<file path="src/rtl/sram_req_arbiter_pkg.sv">
// Shared definitions for the SRAM request arbiter: source IDs, FSM encoding,
// transfer-size codes and the bundled request-field struct.
package sram_req_arbiter_pkg;

    // Source ID stored in the outstanding-transaction queue.
    typedef enum logic {
        SRC_INST = 1'b0,
        SRC_DATA = 1'b1
    } src_e;

    // Address-phase arbitration state.
    typedef enum logic {
        ARB_IDLE = 1'b0,
        ARB_HOLD = 1'b1
    } arb_state_e;

    // Transfer size encoding shared by all three request ports.
    localparam logic [1:0] SIZE_BYTE = 2'd0;
    localparam logic [1:0] SIZE_HALF = 2'd1;
    localparam logic [1:0] SIZE_WORD = 2'd2;

    // All request-side fields that travel together with a *_req.
    typedef struct packed {
        logic        wr;
        logic [1:0]  size;
        logic [3:0]  wstrb;
        logic [31:0] addr;
        logic [31:0] wdata;
    } mem_fields_t;

endpackage

</file>
<file path="src/rtl/sram_req_arbiter_id_fifo.sv">
// In-order queue of 1-bit source IDs for accepted-but-unanswered transactions.
// Pointers wrap modulo DEPTH; push and pop in the same cycle leave count unchanged.
module arb_id_fifo #(
    parameter int DEPTH = 2
) (
    input  logic                       clk,
    input  logic                       reset,
    input  logic                       push,
    input  logic                       push_id,
    input  logic                       pop,
    output logic                       head,
    output logic [$clog2(DEPTH+1)-1:0] count,
    output logic                       full
);

    localparam int PW = (DEPTH > 1) ? $clog2(DEPTH) : 1;
    localparam int CW = $clog2(DEPTH + 1);

    logic [DEPTH-1:0] ids;
    logic [PW-1:0]    wr_ptr;
    logic [PW-1:0]    rd_ptr;
    logic             push_en;
    logic             pop_en;

    assign full    = (count == CW'(DEPTH));
    assign push_en = push & ~full;
    assign pop_en  = pop & (count != '0);
    assign head    = ids[rd_ptr];

    function automatic logic [PW-1:0] ptr_inc(input logic [PW-1:0] p);
        return (p == PW'(DEPTH - 1)) ? '0 : p + 1'b1;
    endfunction

    // Pointer and occupancy bookkeeping.
    always_ff @(posedge clk) begin
        // NOTE: sequential state uses non-blocking assignments so every flop
        // samples the pre-edge values regardless of statement order.
        if (reset) begin
            wr_ptr <= '0;
            rd_ptr <= '0;
            count  <= '0;
        end else begin
            if (push_en) wr_ptr <= ptr_inc(wr_ptr);
            if (pop_en)  rd_ptr <= ptr_inc(rd_ptr);
            case ({push_en, pop_en})
                2'b10:   count <= count + 1'b1;
                2'b01:   count <= count - 1'b1;
                default: ;
            endcase
        end
    end

    // ID storage.
    always_ff @(posedge clk) begin
        // NOTE: storage is not reset; count gates every read, so stale
        // entries are never observed and the array maps to plain registers.
        if (push_en) ids[wr_ptr] <= push_id;
    end

endmodule

</file>
<file path="src/rtl/sram_req_arbiter.sv">
// Shares one SRAM-like port between instruction fetch and the data path.
// Data has priority; a starvation counter forces fetch through after
// STARVE_LIMIT consecutive data grants. Responses return in request order and
// are routed to their issuer through an in-order source-ID queue.
module sram_req_arbiter #(
    parameter int OUTSTANDING  = 2,
    parameter int STARVE_LIMIT = 3
) (
    input  logic        clk,
    input  logic        reset,

    input  logic        inst_req,
    input  logic        inst_wr,
    input  logic [1:0]  inst_size,
    input  logic [3:0]  inst_wstrb,
    input  logic [31:0] inst_addr,
    input  logic [31:0] inst_wdata,
    output logic        inst_addr_ok,
    output logic        inst_data_ok,
    output logic [31:0] inst_rdata,

    input  logic        data_req,
    input  logic        data_wr,
    input  logic [1:0]  data_size,
    input  logic [3:0]  data_wstrb,
    input  logic [31:0] data_addr,
    input  logic [31:0] data_wdata,
    output logic        data_addr_ok,
    output logic        data_data_ok,
    output logic [31:0] data_rdata,

    output logic        mem_req,
    output logic        mem_wr,
    output logic [1:0]  mem_size,
    output logic [3:0]  mem_wstrb,
    output logic [31:0] mem_addr,
    output logic [31:0] mem_wdata,
    input  logic        mem_addr_ok,
    input  logic        mem_data_ok,
    input  logic [31:0] mem_rdata
);

    import sram_req_arbiter_pkg::*;

    localparam int SW = (STARVE_LIMIT > 0) ? $clog2(STARVE_LIMIT + 1) : 1;
    localparam int CW = $clog2(OUTSTANDING + 1);

    arb_state_e  state_q, state_d;
    src_e        owner_q, owner_d;
    logic [SW-1:0] starve_q, starve_d;
    logic        reset_q;
    logic        out_block;

    logic        grant;
    src_e        grant_src;
    logic        grant_req;
    logic        handshake;
    logic        inst_forced;

    logic [CW-1:0] id_count;
    logic        id_full;
    logic        id_empty;
    logic        id_head;
    logic        resp_fire;

    mem_fields_t inst_fields;
    mem_fields_t data_fields;
    mem_fields_t sel_fields;

    // Outputs stay quiet during reset and the cycle after it.
    assign out_block = reset | reset_q;

    assign inst_fields = '{wr: inst_wr, size: inst_size, wstrb: inst_wstrb,
                           addr: inst_addr, wdata: inst_wdata};
    assign data_fields = '{wr: data_wr, size: data_size, wstrb: data_wstrb,
                           addr: data_addr, wdata: data_wdata};

    assign inst_forced = (starve_q == SW'(STARVE_LIMIT));

    // State, owner and starvation registers.
    always_ff @(posedge clk) begin
        if (reset) begin
            state_q  <= ARB_IDLE;
            owner_q  <= SRC_INST;
            starve_q <= '0;
        end else begin
            state_q  <= state_d;
            owner_q  <= owner_d;
            starve_q <= starve_d;
        end
    end

    // Delayed copy of reset that blocks the first post-reset cycle.
    always_ff @(posedge clk) begin
        reset_q <= reset;
    end

    // Grant selection and hold FSM next state.
    always_comb begin
        // NOTE: every output of this block is defaulted first so no path
        // leaves a variable unassigned and no latch is inferred.
        state_d   = state_q;
        owner_d   = owner_q;
        grant     = 1'b0;
        grant_src = SRC_INST;
        unique case (state_q)
            ARB_IDLE: begin
                // A pop this cycle does not free a slot for this cycle's grant.
                if (!id_full) begin
                    if (inst_req && (!data_req || inst_forced)) begin
                        grant     = 1'b1;
                        grant_src = SRC_INST;
                    end else if (data_req) begin
                        grant     = 1'b1;
                        grant_src = SRC_DATA;
                    end
                end
            end
            ARB_HOLD: begin
                grant     = 1'b1;
                grant_src = owner_q;
            end
            default: ;
        endcase
        if (out_block) grant = 1'b0;
        if (grant) begin
            if (mem_addr_ok) begin
                state_d = ARB_IDLE;
            end else begin
                state_d = ARB_HOLD;
                owner_d = grant_src;
            end
        end
    end

    assign grant_req  = (grant_src == SRC_DATA) ? data_req : inst_req;
    assign handshake  = grant & mem_addr_ok & grant_req;
    assign sel_fields = (grant_src == SRC_DATA) ? data_fields : inst_fields;

    assign mem_req   = grant;
    assign mem_wr    = grant ? sel_fields.wr    : 1'b0;
    assign mem_size  = grant ? sel_fields.size  : 2'd0;
    assign mem_wstrb = grant ? sel_fields.wstrb : 4'd0;
    assign mem_addr  = grant ? sel_fields.addr  : 32'd0;
    assign mem_wdata = grant ? sel_fields.wdata : 32'd0;

    assign inst_addr_ok = handshake & (grant_src == SRC_INST);
    assign data_addr_ok = handshake & (grant_src == SRC_DATA);

    // Starvation counter: counts data grants that overtake a waiting fetch.
    always_comb begin
        starve_d = starve_q;
        if (handshake && grant_src == SRC_INST) begin
            starve_d = '0;
        end else if (!inst_req) begin
            starve_d = '0;
        end else if (handshake && grant_src == SRC_DATA && !inst_forced) begin
            starve_d = starve_q + 1'b1;
        end
    end

    // Response routing: the queue head names the issuer of the oldest request.
    assign id_empty     = (id_count == '0);
    assign resp_fire    = mem_data_ok & ~id_empty & ~out_block;
    assign inst_data_ok = resp_fire & (id_head == SRC_INST);
    assign data_data_ok = resp_fire & (id_head == SRC_DATA);
    assign inst_rdata   = out_block ? 32'd0 : mem_rdata;
    assign data_rdata   = out_block ? 32'd0 : mem_rdata;

    arb_id_fifo #(
        .DEPTH (OUTSTANDING)
    ) u_id_fifo (
        .clk     (clk),
        .reset   (reset),
        .push    (handshake),
        .push_id (grant_src),
        .pop     (resp_fire),
        .head    (id_head),
        .count   (id_count),
        .full    (id_full)
    );

endmodule

</file>
<file path="config.mk">
export PLATFORM = sky130hd
export DESIGN_NAME = sram_req_arbiter
export DESIGN_NICKNAME = d
export VERILOG_FILES = /design/src/rtl/sram_req_arbiter_pkg.sv /design/src/rtl/sram_req_arbiter_id_fifo.sv /design/src/rtl/sram_req_arbiter.sv
export SDC_FILE = /design/constraint.sdc
export NUM_CORES = 1
export LEC_CHECK = 0
export CAP_MARGIN = 20
export CORE_AREA = 4 4 121 123
export CTS_BUF_LIST = sky130_fd_sc_hd__clkbuf_16
export DETAILED_ROUTE_END_ITERATION = 7
export DIE_AREA = 0 0 125 127
export HOLD_SLACK_MARGIN = 0.05
export SLEW_MARGIN = 20
export SYNTH_ARGS = -nofsm -noshare
export SYNTH_HDL_FRONTEND = slang
export SYNTH_SLANG_ARGS = --single-unit
</file>
<file path="constraint.sdc">
create_clock -name clk -period 2.4 [get_ports clk]
set_clock_uncertainty 0.15 [all_clocks]
set_input_delay 0.24 -clock clk [delete_from_list [all_inputs] [get_ports clk]]
set_output_delay 0.24 -clock clk [all_outputs]
set_load 0.02 [all_outputs]
</file>
Word level (Yosys, flattened, before mapping)
Cells that the tools add are included.
Cells by class
  add/sub/neg operators: 5
  multipliers: 0
  divide/modulo/power cells: 0
  $lt $le $gt $ge: 3
  eq/ne operators: 4
  shift-type cells: 0
  multiplexer cells: 25
  bitwise operators: 19
  reduce and logical (&&, ||, !) cells: 13
Operators by type and width (number)
  $mux 32: 3
  $mux 71: 1
  $mux 1: 14
  $and 1x1->1: 10
  $not 1->1: 8
  $eq 2x2->1 const B: 3
  $logic_and 1x1->1: 5
  $add 2x1->2 const B: 2
  $lt 1x2->1 const B: 2
  $mux 4: 1
  $pmux 1 s2: 2
  $pmux 2 s2: 1
  $reduce_bool 2->1: 2
  $reduce_or 3->1: 1
  $add 1x1->1 const B: 2
  $bwmux 2: 1
  $eq 2x1->1 const B: 1
  $logic_not 1->1: 2
  $logic_not 2->1: 1
  $mux 2: 1
  $reduce_and 2->1: 1
  $sub 2x1->2 const B: 1
  $demux 1 s1: 1
  $ge 1x1->1 const B: 1
  other kinds (2): 2
Word-level totals
  bits in registers: 11
  bits in latches: 0
  bits in writable memories: 0
  bits in read-only memories: 0
  input bits: 180
  output and inout port bits: 140
  memories: 0

Depth between registers and ports, before layout
Gate-level depths: netlist of the first run.
  depth in word-level cells: 12
  depth in mapped cells: 8
  depth with buffers taken out: 7

Modules after synthesis
Synthesis of the first run repeated with hierarchy kept, for this count alone.
Unflattened totals
  cell total of the unflattened synthesis: 373
  area total of the unflattened synthesis: 2069.5 sq um
By module, submodules not included
  sram_req_arbiter: times used 1, cells each 347, area an instance 1801.7 sq um
  arb_id_fifo: times used 1, cells each 26, area an instance 267.8 sq um

Least setup slack after synthesis of the first run
No wires, ideal clock.
  path kind: input port to flip-flop
  start point: in reset
  end point: reg u_id_fifo.count[1]
  arrival time: 2.056 ns
  required time: 2.180 ns
  setup slack: 0.124 ns
  stages: 7
  buffers on the path: 1
  cell sequence: buf_6 or3b_4 a2111oi_2 inv_2 ha_1 or3_1 a21oi_1
On the way
  longest elaborated chain between the ends: 7
RTL lines
  start: declaration: RTL line sram_req_arbiter.sv:10  | input logic reset,
  $or 1x1->1: RTL line sram_req_arbiter.sv:71  | assign out_block = reset | reset_q;
  $mux 1: RTL line sram_req_arbiter.sv:125  | if (out_block) grant = 1'b0;
  $and 1x1->1 (2 in series): RTL line sram_req_arbiter.sv:137  | assign handshake = grant & mem_addr_ok & grant_req;
  $and 1x1->1: RTL line sram_req_arbiter_id_fifo.sv:26  | assign push_en = push & ~full;
  $eq 2x1->1 or $eq 2x2->1 (tied branches): RTL line sram_req_arbiter_id_fifo.sv:45  | case ({push_en, pop_en})
  $pmux 2 s2 or $reduce_bool 2->1 (tied branches)
  end signal: assignment: RTL line sram_req_arbiter_id_fifo.sv:46  | 2'b10: count <= count + 1'b1;
  end signal: assignment: RTL line sram_req_arbiter_id_fifo.sv:47  | 2'b01: count <= count - 1'b1;
  end: declaration: RTL line sram_req_arbiter_id_fifo.sv:12  | output logic [$clog2(DEPTH+1)-1:0] count,
Parallel ways exist; a longest one is shown, timed or not.
A chain may end at the register's enable or synchronous reset.

Worst setup path after layout of the first run
  start point: in data_req
  end point: reg u_id_fifo.count[1]
On the way
  longest elaborated chain between the ends: 12
RTL lines
  start: declaration: RTL line sram_req_arbiter.sv:22  | input logic data_req,
  $logic_not 1->1: RTL line sram_req_arbiter.sv:110  | if (inst_req && (!data_req || inst_forced)) begin
  $logic_or 1x1->1: RTL line sram_req_arbiter.sv:110
  $logic_and 1x1->1: RTL line sram_req_arbiter.sv:110
  $mux 1: RTL line sram_req_arbiter.sv:110
  $mux 1: RTL line sram_req_arbiter.sv:109  | if (!id_full) begin
  $pmux 1 s2: RTL line sram_req_arbiter.sv:106  | unique case (state_q)
  $mux 1: RTL line sram_req_arbiter.sv:125
  $and 1x1->1: RTL line sram_req_arbiter.sv:137
  $and 1x1->1 *: RTL line sram_req_arbiter.sv:137
  $and 1x1->1 *: RTL line sram_req_arbiter_id_fifo.sv:26
  $eq 2x1->1 or $eq 2x2->1 (tied branches): RTL line sram_req_arbiter_id_fifo.sv:45
  $pmux 2 s2 or $reduce_bool 2->1 (tied branches)
Every way passes the cells marked *; elsewhere a longest branch is shown, timed or not.

==> out/qor.csv, run 1 <==
metric,value,unit
reg2reg setup slack,0.15,ns
r2r endpoint,u_id_fifo.count[1]$_SDFFE_PP0P_,
slew margin rel.,76.7,%
NetSw,0.000499,W
via-per-instance ratio,4.22,
Site Rows,43,
Min-Delay Endpoint,owner_q$_SDFFE_PP0P_,
DP Cell Count,838,
Hold Fails Final Rpt,0,
R2R depth,8,
CP startpoint kind,input port,
Clock power frac,22.0,%
# nets final,850,
fin area,5270,um^2
average cell area after synthesis,5.50,um^2
first-pass GRT wire length,18900,um
CTS tree,done,
# setup viols final,0,
"Cell Area, Synth",2030,um^2
Worst Hold Depth,3,
RSZ-0062 raised after global routing,yes,
Area Overhead vs Synth,160,%
post-synthesis net count,550,
via count of the routed design,3581,
Worst setup EP type,register,
Worst Path Required,2.43,ns
drt wl/cell,15.1,um
First DRT Iteration DRCs,139,
crit-path max FO,3,
clock sinks,11,
worst hold start,mem_addr_ok,
Leakage,2.62,nW
WL final,12800,um
Tcrit/Tclk final,97.3,%
router iterations before antenna repair,4,
hold crit path type,input port to register,
FMAX,428,MHz
H-tree levels,1,
placed inst area,5420,um^2
DRT antenna net count,0,
Top Ports,320,
Comb pwr share,63.7,%
I/O Buffers,319,
final hold slack,0.326,ns
CTS Root Cell,clkbuf_16,
synth warn,0,
max_cap viols,0,
remaining global-route overflow,0,
Tmin final,2.34,ns
critical path type,input port to register,
status,completed,
largest net degree at the start of global routing,53,
overall routing resource usage,14.4,%
worst slew pin tran,0.344,ns
die width,125,um
synthesized flop and latch total,11,
Post-Layout Cell Count,848,
number of global-route vias before repair,3723,
total power per unit cell area,265,nW/um^2
internal power,0.000896,W
Routability Congestion,0.851,
clk_lat worst skew,0.24,ns
initial antenna violation count,1,
CTS buffer count,3,
die area,15900,um^2
fraction of layout cells with a size suffix above 1,19.3,%
core area,13700,um^2
register area share after synthesis,11.9,%
Mapped Cells,368,
post-synth cell types,35,
"Slew Viols, Final",0,
Initial Util,14.8,%
die height,127,um
DRC,0,
clock buffer depth,2,
Seq pwr share,14.3,%
Worst-path clk slew,0.04,ns
DP HPWL,10500,um
VDD IR max,0.135,mV
R2R Path Start,owner_q$_SDFFE_PP0P_,
Sw Share,35.8,%
crit path DAT,2.36,ns
[worst max-delay path, stage by stage]
cell and delay (ns):
clkdlybuf4s50_1 0.48, buf_4 0.12, nor2_1 0.06, buf_4 0.15, a2111oi_4 0.28, buf_4 0.17, inv_2 0.03, ha_1 0.29
or3_4 0.40, a21oi_2 0.12
[how the worst max path moves through the flow]
stage	from	to	slack, ns	depth (start not counted)
after floorplan	reset	u_id_fifo.count[1]$_SDFFE_PP0P_	0.12	7
after global placement	data_req	mem_wdata[31]	-0.43	8
after detailed placement	data_req	mem_wdata[31]	-0.48	8
after CTS	data_req	data_addr_ok	-0.05	8
after global routing	data_req	data_addr_ok	-0.03	8
final	data_req	u_id_fifo.count[1]$_SDFFE_PP0P_	0.06	10
[cell type report]
class	instances	area, um^2
sequential	11	243
inverter	8	30.0
timing repair buffer	353	3210
tap	180	225
clock buffer	3	75.1
antenna	1	2.50
clock inverter	1	3.75
multi-input combinational	291	1480
fill	1477	8400
[registers in the layout, summed over array words and instances (netlist names)]
signal,flops
reset_q,1
u_id_fifo.rd_ptr,1
starve_q,2
u_id_fifo.ids,2
owner_q,1
u_id_fifo.count,2
u_id_fifo.wr_ptr,1
state_q,1
[cell usage in the layout, fill, tap and decap left out, drive strengths merged, types with 2 or more instances in the layout]
| cell | instances |
|---|---|
| mux2i | 2 |
| clkdlybuf4s15 | 3 |
| a21oi | 74 |
| o21ai | 4 |
| dlymetal6s2s | 3 |
| buf | 96 |
| ha | 2 |
| xnor2 | 2 |
| or3 | 2 |
| inv | 9 |
| nor2 | 9 |
| clkbuf | 11 |
| clkdlybuf4s50 | 177 |
| dfxtp | 9 |
| nor2b | 3 |
| dlygate4sd2 | 66 |
| nand2 | 144 |
| and2 | 33 |
| edfxtp | 2 |
| or3b | 2 |
| xor2 | 2 |
[cell usage after synthesis (all sizes together)]
| master | n | area share (%) |
|---|---|---|
| mux2i | 2 | 0.99 |
| a22oi | 1 | 0.37 |
| a31oi | 1 | 0.31 |
| xnor2 | 2 | 0.86 |
| clkbuf | 19 | 3.5 |
| a21oi | 74 | 18 |
| and2 | 33 | 10 |
| a2111oi | 1 | 0.74 |
| buf | 39 | 14 |
| nand2b | 1 | 0.31 |
| a2111o | 1 | 0.56 |
| or3b | 2 | 0.99 |
| nor2 | 9 | 1.7 |
| o211ai | 1 | 0.37 |
| nor2b | 3 | 0.93 |
| edfxtp | 2 | 3.0 |
| a32oi | 1 | 0.43 |
| o311ai | 1 | 0.43 |
| xor2 | 2 | 0.86 |
| o21a | 1 | 0.37 |
| nor4 | 1 | 0.31 |
| a311oi | 1 | 0.43 |
| nand2 | 144 | 27 |
| dfxtp | 9 | 8.9 |
| inv | 8 | 1.5 |
| and4 | 1 | 0.43 |
| ha | 2 | 1.2 |
| o21ai | 4 | 0.99 |
| or3 | 2 | 0.62 |
[kinds of logic (layout without fill, tap and decap cells)]
family / Yosys count / after routing / synth area share [%]
xor+xnor: 4 / 4 / 1.73
fa+ha+maj: 2 / 2 / 1.24
simple gates: 196 / 196 / 42.1
buf+inv: 66 / 365 / 18.8
other cells: 0 / 1 / 0
mux: 2 / 2 / 0.988
compound gates: 87 / 87 / 23.3
flops: 11 / 11 / 11.9
[layer usage]
| metal | wire length [um] | up-vias | GRT usage [%] |
|---|---|---|---|
| met5 | 0 | - | 0 |
| met4 | 462 | 0 | 6.95 |
| met3 | 1160 | 28 | 3.85 |
| met2 | 6520 | 213 | 27.3 |
| met1 | 4630 | 1577 | 14.6 |
| li1 | - | 1763 | - |
[through the flow]
stage,setup slack (ns),power (W),TNS [ns],util [%]
after floorplan,0.124,0.000570,0,-
after global placement,-0.427,0.00113,-24.24,39.7
after detailed placement,-0.481,0.00113,-28.89,39.7
after CTS,-0.0475,0.00141,-0.0577,38.9
after global routing,-0.0338,0.00148,-0.0632,38.5
final,0.0637,0.00140,0,38.5
[power by group through the flow]
stage	clock network (W)	logic [W]	registers [W]
2_1_floorplan	0	0.000367	0.000203
3_3_place_gp	0	0.000924	0.000202
3_5_place_dp	0	0.000930	0.000202
4_1_cts	0.000316	0.000891	0.000199
5_1_grt	0.000324	0.000954	0.000200
6_report	0.000307	0.000889	0.000199
[what timing repair did]
action	4_1_cts	5_1_grt
pin swaps	2	5
setup endpoints to repair	138	75
hold buffers	0	0
endpoints found under the hold margin	0	0
resized for setup	316	57
gates cloned	1	1
buffers inserted	3	0
(Power assumes the default switching activity.)
==> run 2: changes to the inputs <==
CORE_AREA = 2 2 126 128   (was 4 4 121 123)
DIE_AREA = 0 0 128 130   (was 0 0 125 127)
==> out/qor.csv, run 2 (synthesis gave the netlist of run 1 again) <==
metric,value,unit
status,completed,
core area,15400,um^2
# nets final,864,
Comb pwr share,65.1,%
initial antenna violation count,0,
pre-CTS WS,-0.514,ns
Final Worst Setup Slack,0.0983,ns
clock buffer depth,2,
number of global-route vias before repair,3365,
drt wl/cell,14.0,um
largest net degree at the start of global routing,35,
Tmin final,2.30,ns
ANT cells,0,
I/O Buffers,319,
Top Ports,320,
internal power,0.000935,W
CTS buffer count,3,
slew margin rel.,72.2,%
Worst-path clk slew,0.04,ns
Site Rows,46,
NetSw,0.000496,W
CP startpoint kind,register,
DP HPWL,10200,um
router iterations before antenna repair,4,
first-pass GRT wire length,17500,um
Sw Share,34.7,%
Setup TNS,0,ns
Leakage,2.63,nW
Routability Congestion,0.733,
hold crit path type,register to register,
total power per unit cell area,255,nW/um^2
FMAX,434,MHz
CTS Root Cell,clkbuf_16,
most frequent cells in the layout,"177 x clkdlybuf4s50_1, 142 x nand2_1, 69 x a21oi_1, 69 x dlygate4sd2_1, 43 x buf_4",
crit-path max FO,17,
VDD IR max,0.169,mV
WL final,12200,um
crit path DAT,1.91,ns
Top Registers,"starve_q x2, u_id_fifo.count x2, u_id_fifo.ids x2",
Tcrit/Tclk final,95.9,%
Worst Path Required,2.01,ns
Worst Hold Depth,2,
CTS tree,done,
RSZ-0062 raised after global routing,yes,
fraction of layout cells with a size suffix above 1,20.4,%
Seq pwr share,14.0,%
"most common cell after layout, fill and taps aside",clkdlybuf4s50_1,
R2R depth,8,
remaining global-route overflow,0,
die height,130,um
max_cap viols,0,
Initial Util,13.1,%
H-tree levels,1,
Area Overhead vs Synth,178,%
DRT antenna net count,0,
"Slew Viols, Final",0,
die area,16600,um^2
critical path type,register to output pin,
die width,128,um
clock sinks,11,
via-per-instance ratio,4.04,
via count of the routed design,3527,
First DRT Iteration DRCs,78,
overall routing resource usage,13.3,%
Worst setup EP type,output pin,
Hold Fails Final Rpt,0,
# setup viols final,0,
DRC,0,
worst slew pin tran,0.415,ns
clk_lat worst skew,0.24,ns
Clock power frac,20.9,%
-- run 2: changes by cell type in the layout (fill, tap and decap cells not counted), moves of 2 or more --
cell / before / now
a21oi_1: 71 / 69
a21oi_2: 3 / 5
buf_12: 9 / 11
buf_2: 57 / 15
buf_4: 25 / 43
buf_6: 4 / 2
buf_8: 0 / 2
clkdlybuf4s15_2: 3 / 36
dlygate4sd2_1: 66 / 69
-- run 2: final cells by class --
type | count | area [um^2]
clock buffers | 3 | 75.1
clock inverters | 1 | 3.75
fillers | 1667 | 9800
inverters | 8 | 32.5
multi-input cells | 291 | 1480
flip-flops and latches | 11 | 241
well taps | 192 | 240
repair buffers | 367 | 3550
-- run 2: worst paths after layout --
check	slack [ns]	to	startpoint
hold / removal	0.33	starve_q[1]$_SDFFE_PP0P_	starve_q[1]$_SDFFE_PP0P_
hold reg to reg	0.33	starve_q[1]$_SDFFE_PP0P_	starve_q[1]$_SDFFE_PP0P_
setup / recovery	0.1	mem_addr[19]	starve_q[1]$_SDFFE_PP0P_
setup reg to reg	0.30	u_id_fifo.count[1]$_SDFFE_PP0P_	u_id_fifo.count[0]$_SDFFE_PP0P_
-- run 2: routing by layer --
metal / share of wire [%] / up-vias / track usage, %
met5: 0 / - / 0
met2: 53 / 192 / 25.8
met4: 0.45 / 0 / 2.59
met1: 39 / 1554 / 15.1
met3: 7.6 / 2 / 2.58
li1: - / 1779 / -
-- run 2: power groups by stage --
stage | Sequential [W] | Clock (W) | Combinational [W]
3_3_place_gp | 0.000203 | 0 | 0.000968
2_1_floorplan | 0.000203 | 0 | 0.000367
6_report | 0.000200 | 0.000300 | 0.000932
3_5_place_dp | 0.000203 | 0 | 0.000965
4_1_cts | 0.000200 | 0.000305 | 0.000922
5_1_grt | 0.000201 | 0.000314 | 0.00101
-- run 2: worst max-delay path: stages, from the launching register on --
cell,delay [ns]
dfxtp_1,0.32
ha_2,0.19
nand2_2,0.06
a32oi_4,0.28
inv_4,0.09
buf_12,0.14
clkbuf_16,0.17
nand2_1,0.10
a21oi_1,0.07
clkdlybuf4s15_2,0.25
-- run 2: through the flow --
| step | hold slack (ns) | std cells | area, um^2 | utilization, % | power (W) |
|---|---|---|---|---|---|
| after floorplan | 0.118 | 368 | 2030 | - | 0.000570 |
| after global placement | 0.318 | 865 | 5570 | 36.1 | 0.00117 |
| after detailed placement | 0.323 | 865 | 5570 | 36.1 | 0.00117 |
| after CTS | 0.328 | 870 | 5600 | 36.3 | 0.00143 |
| after global routing | 0.360 | 873 | 5620 | 36.4 | 0.00152 |
| final | 0.334 | 873 | 5620 | 36.4 | 0.00143 |
-- run 2: what timing repair did --
| action | CTS | global route |
|---|---|---|
| endpoints found under the setup margin | 137 | 73 |
| buffers inserted | 1 | 2 |
| pin swaps | 1 | 1 |
| cloned | 0 | 1 |
| hold buffers | 0 | 0 |
| gates resized for setup | 264 | 45 |
==> run 3: changes to the inputs <==
CORE_AREA = 2 2 124 126   (was 2 2 126 128)
DIE_AREA = 0 0 126 128   (was 0 0 128 130)
DONT_BUFFER_PORTS = 1   (was default)
PLACE_DENSITY = 0.3   (was default)
SLEW_MARGIN = default   (was 20)
==> out/qor.csv, run 3 (synthesis gave the netlist of run 1 again) <==
metric,value,unit
Worst Path Required,2.42,ns
I/O Buffers,0,
CTS Root Cell,clkbuf_16,
Crit path max-delay family,simple AND/OR/NAND/NOR gates,
worst hold start,reset,
ANT cells,0,
max_cap viols,0,
worst slew pin tran,0.518,ns
RSZ-0062 raised after global routing,yes,
"Slew Viols, Final",0,
clock sinks,11,
slew margin rel.,65.7,%
CP startpoint kind,register,
hold crit path type,input port to register,
Setup TNS,0,ns
# setup viols final,0,
pre-CTS WS,0.0949,ns
via count of the routed design,2602,
Fillers,1700,
reg2reg setup slack,0.08,ns
R2R depth,6,
total power per unit cell area,364,nW/um^2
overall routing resource usage,9.76,%
First DRT Iteration DRCs,99,
FMAX,430,MHz
die width,126,um
remaining global-route overflow,0,
post-CTS setup buffer count,0,
first-pass GRT wire length,12600,um
CTS buffer count,3,
fraction of layout cells with a size suffix above 1,24.8,%
die area,16100,um^2
Tmin final,2.32,ns
CTS tree,done,
r2r endpoint,u_id_fifo.count[1]$_SDFFE_PP0P_,
Area Overhead vs Synth,37.4,%
drt wl/cell,15.6,um
Top Registers,"starve_q x2, u_id_fifo.count x2, u_id_fifo.ids x2",
"Largest stage delay, worst path",0.44,ns
router iterations before antenna repair,4,
via-per-instance ratio,4.40,
DRC,0,
crit-path max FO,4,
Worst Hold Depth,3,
Worst-path clk slew,0.04,ns
initial antenna violation count,0,
Tcrit/Tclk final,96.8,%
H-tree levels,1,
Top Ports,320,
# nets final,586,
core area,14900,um^2
crit-path cells,or3b_4 -> a2111oi_2 -> inv_2 -> ha_1 -> or3_1 -> a21oi_1,
clock buffer depth,2,
crit path DAT,2.34,ns
status,completed,
Initial Util,13.6,%
crit path launch,reset_q$_DFF_P_,
clk_lat worst skew,0.24,ns
slowest CP cell,or3b_4,
total power,0.00101,W
Min-Delay Endpoint,starve_q[1]$_SDFFE_PP0P_,
Leakage,1.26,nW
final core utilization,18.7,%
DP HPWL,7700,um
largest net degree at the start of global routing,49,
most frequent cells in the layout,"143 x nand2_1, 78 x buf_4, 74 x a21oi_1, 33 x and2_1, 9 x dfxtp_1",
Worst setup EP type,register,
DRT antenna net count,0,
Site Rows,45,
Final Worst Setup Slack,0.0761,ns
VDD IR max,0.184,mV
Hold Fails Final Rpt,0,
"most common cell after layout, fill and taps aside",nand2_1,
number of global-route vias before repair,2341,
"Buf+Inv Stages, Crit Path",1,
R2R Path Start,reset_q$_DFF_P_,
critical path type,register to register,
Routability Congestion,0.725,
WL final,9220,um
die height,128,um
run 3: cell count changes in the layout (fill, tap and decap cells not counted), sizes merged:
cell / before / now
dlygate4sd2: 69 / 0
clkinv: 0 / 1
dlymetal6s2s: 2 / 0
clkbuf: 12 / 3
dlygate4sd3: 0 / 3
clkdlybuf4s50: 177 / 0
inv: 9 / 8
buf: 73 / 86
clkdlybuf4s15: 37 / 0
run 3: worst max-delay path by stage:
stage | end | cells after the start
6_report | u_id_fifo.count[1]$_SDFFE_PP0P_ | 6
5_1_grt | u_id_fifo.count[1]$_SDFFE_PP0P_ | 6
4_1_cts | inst_addr_ok | 6
3_5_place_dp | u_id_fifo.count[1]$_SDFFE_PP0P_ | 6
3_3_place_gp | u_id_fifo.count[1]$_SDFFE_PP0P_ | 6
2_1_floorplan | u_id_fifo.count[1]$_SDFFE_PP0P_ | 7
run 3: through the flow:
step / cells / hold WS (ns) / cell area (um^2)
2_1_floorplan: 368 / 0.118 / 2030
6_report: 591 / 0.0567 / 2780
4_1_cts: 591 / 0.0551 / 2770
3_5_place_dp: 584 / 0.122 / 2660
5_1_grt: 591 / 0.0902 / 2780
3_3_place_gp: 584 / 0.122 / 2660
run 3: repair_timing:
action | in CTS | in global routing
setup endpoints to repair | 0 | 34
hold endpoints to repair | 9 | 0
hold buffers | 3 | 0
resized for setup | 0 | 4
run 3: metal layers:
metal	up-vias	GRT usage, %	share of wire [%]	routed length, um
met5	-	0	0	0
met4	0	1.87	0.76	70
met3	8	1.25	7.9	729
met2	198	21.1	59	5460
met1	1173	9.75	32	2960
li1	1223	-	-	-
run 3: worst min-delay path, cell delays in order:
cell,delay (ns)
inv_1,0.02
o311ai_1,0.08
a21oi_1,0.05
run 3: cell type report:
| type | count | area (um^2) | share of cell area (%) |
|---|---|---|---|
| Multi-Input combinational cell | 291 | 1440 | 51.7 |
| Timing Repair Buffer | 89 | 758 | 27.2 |
| Sequential cell | 11 | 240 | 8.63 |
| Tap cell | 188 | 235 | 8.45 |
| Clock buffer | 3 | 75.1 | 2.70 |
| Inverter | 8 | 30.0 | 1.08 |
| Clock inverter | 1 | 5.00 | 0.180 |
run 3: report_power, final:
part           switching (W)  leakage, nW  internal [W]  total (W)
combinational       0.000329         1.13      0.000177   0.000506
sequential        0.00000728       0.0916      0.000195   0.000202
clock              0.0000828       0.0409      0.000221   0.000303
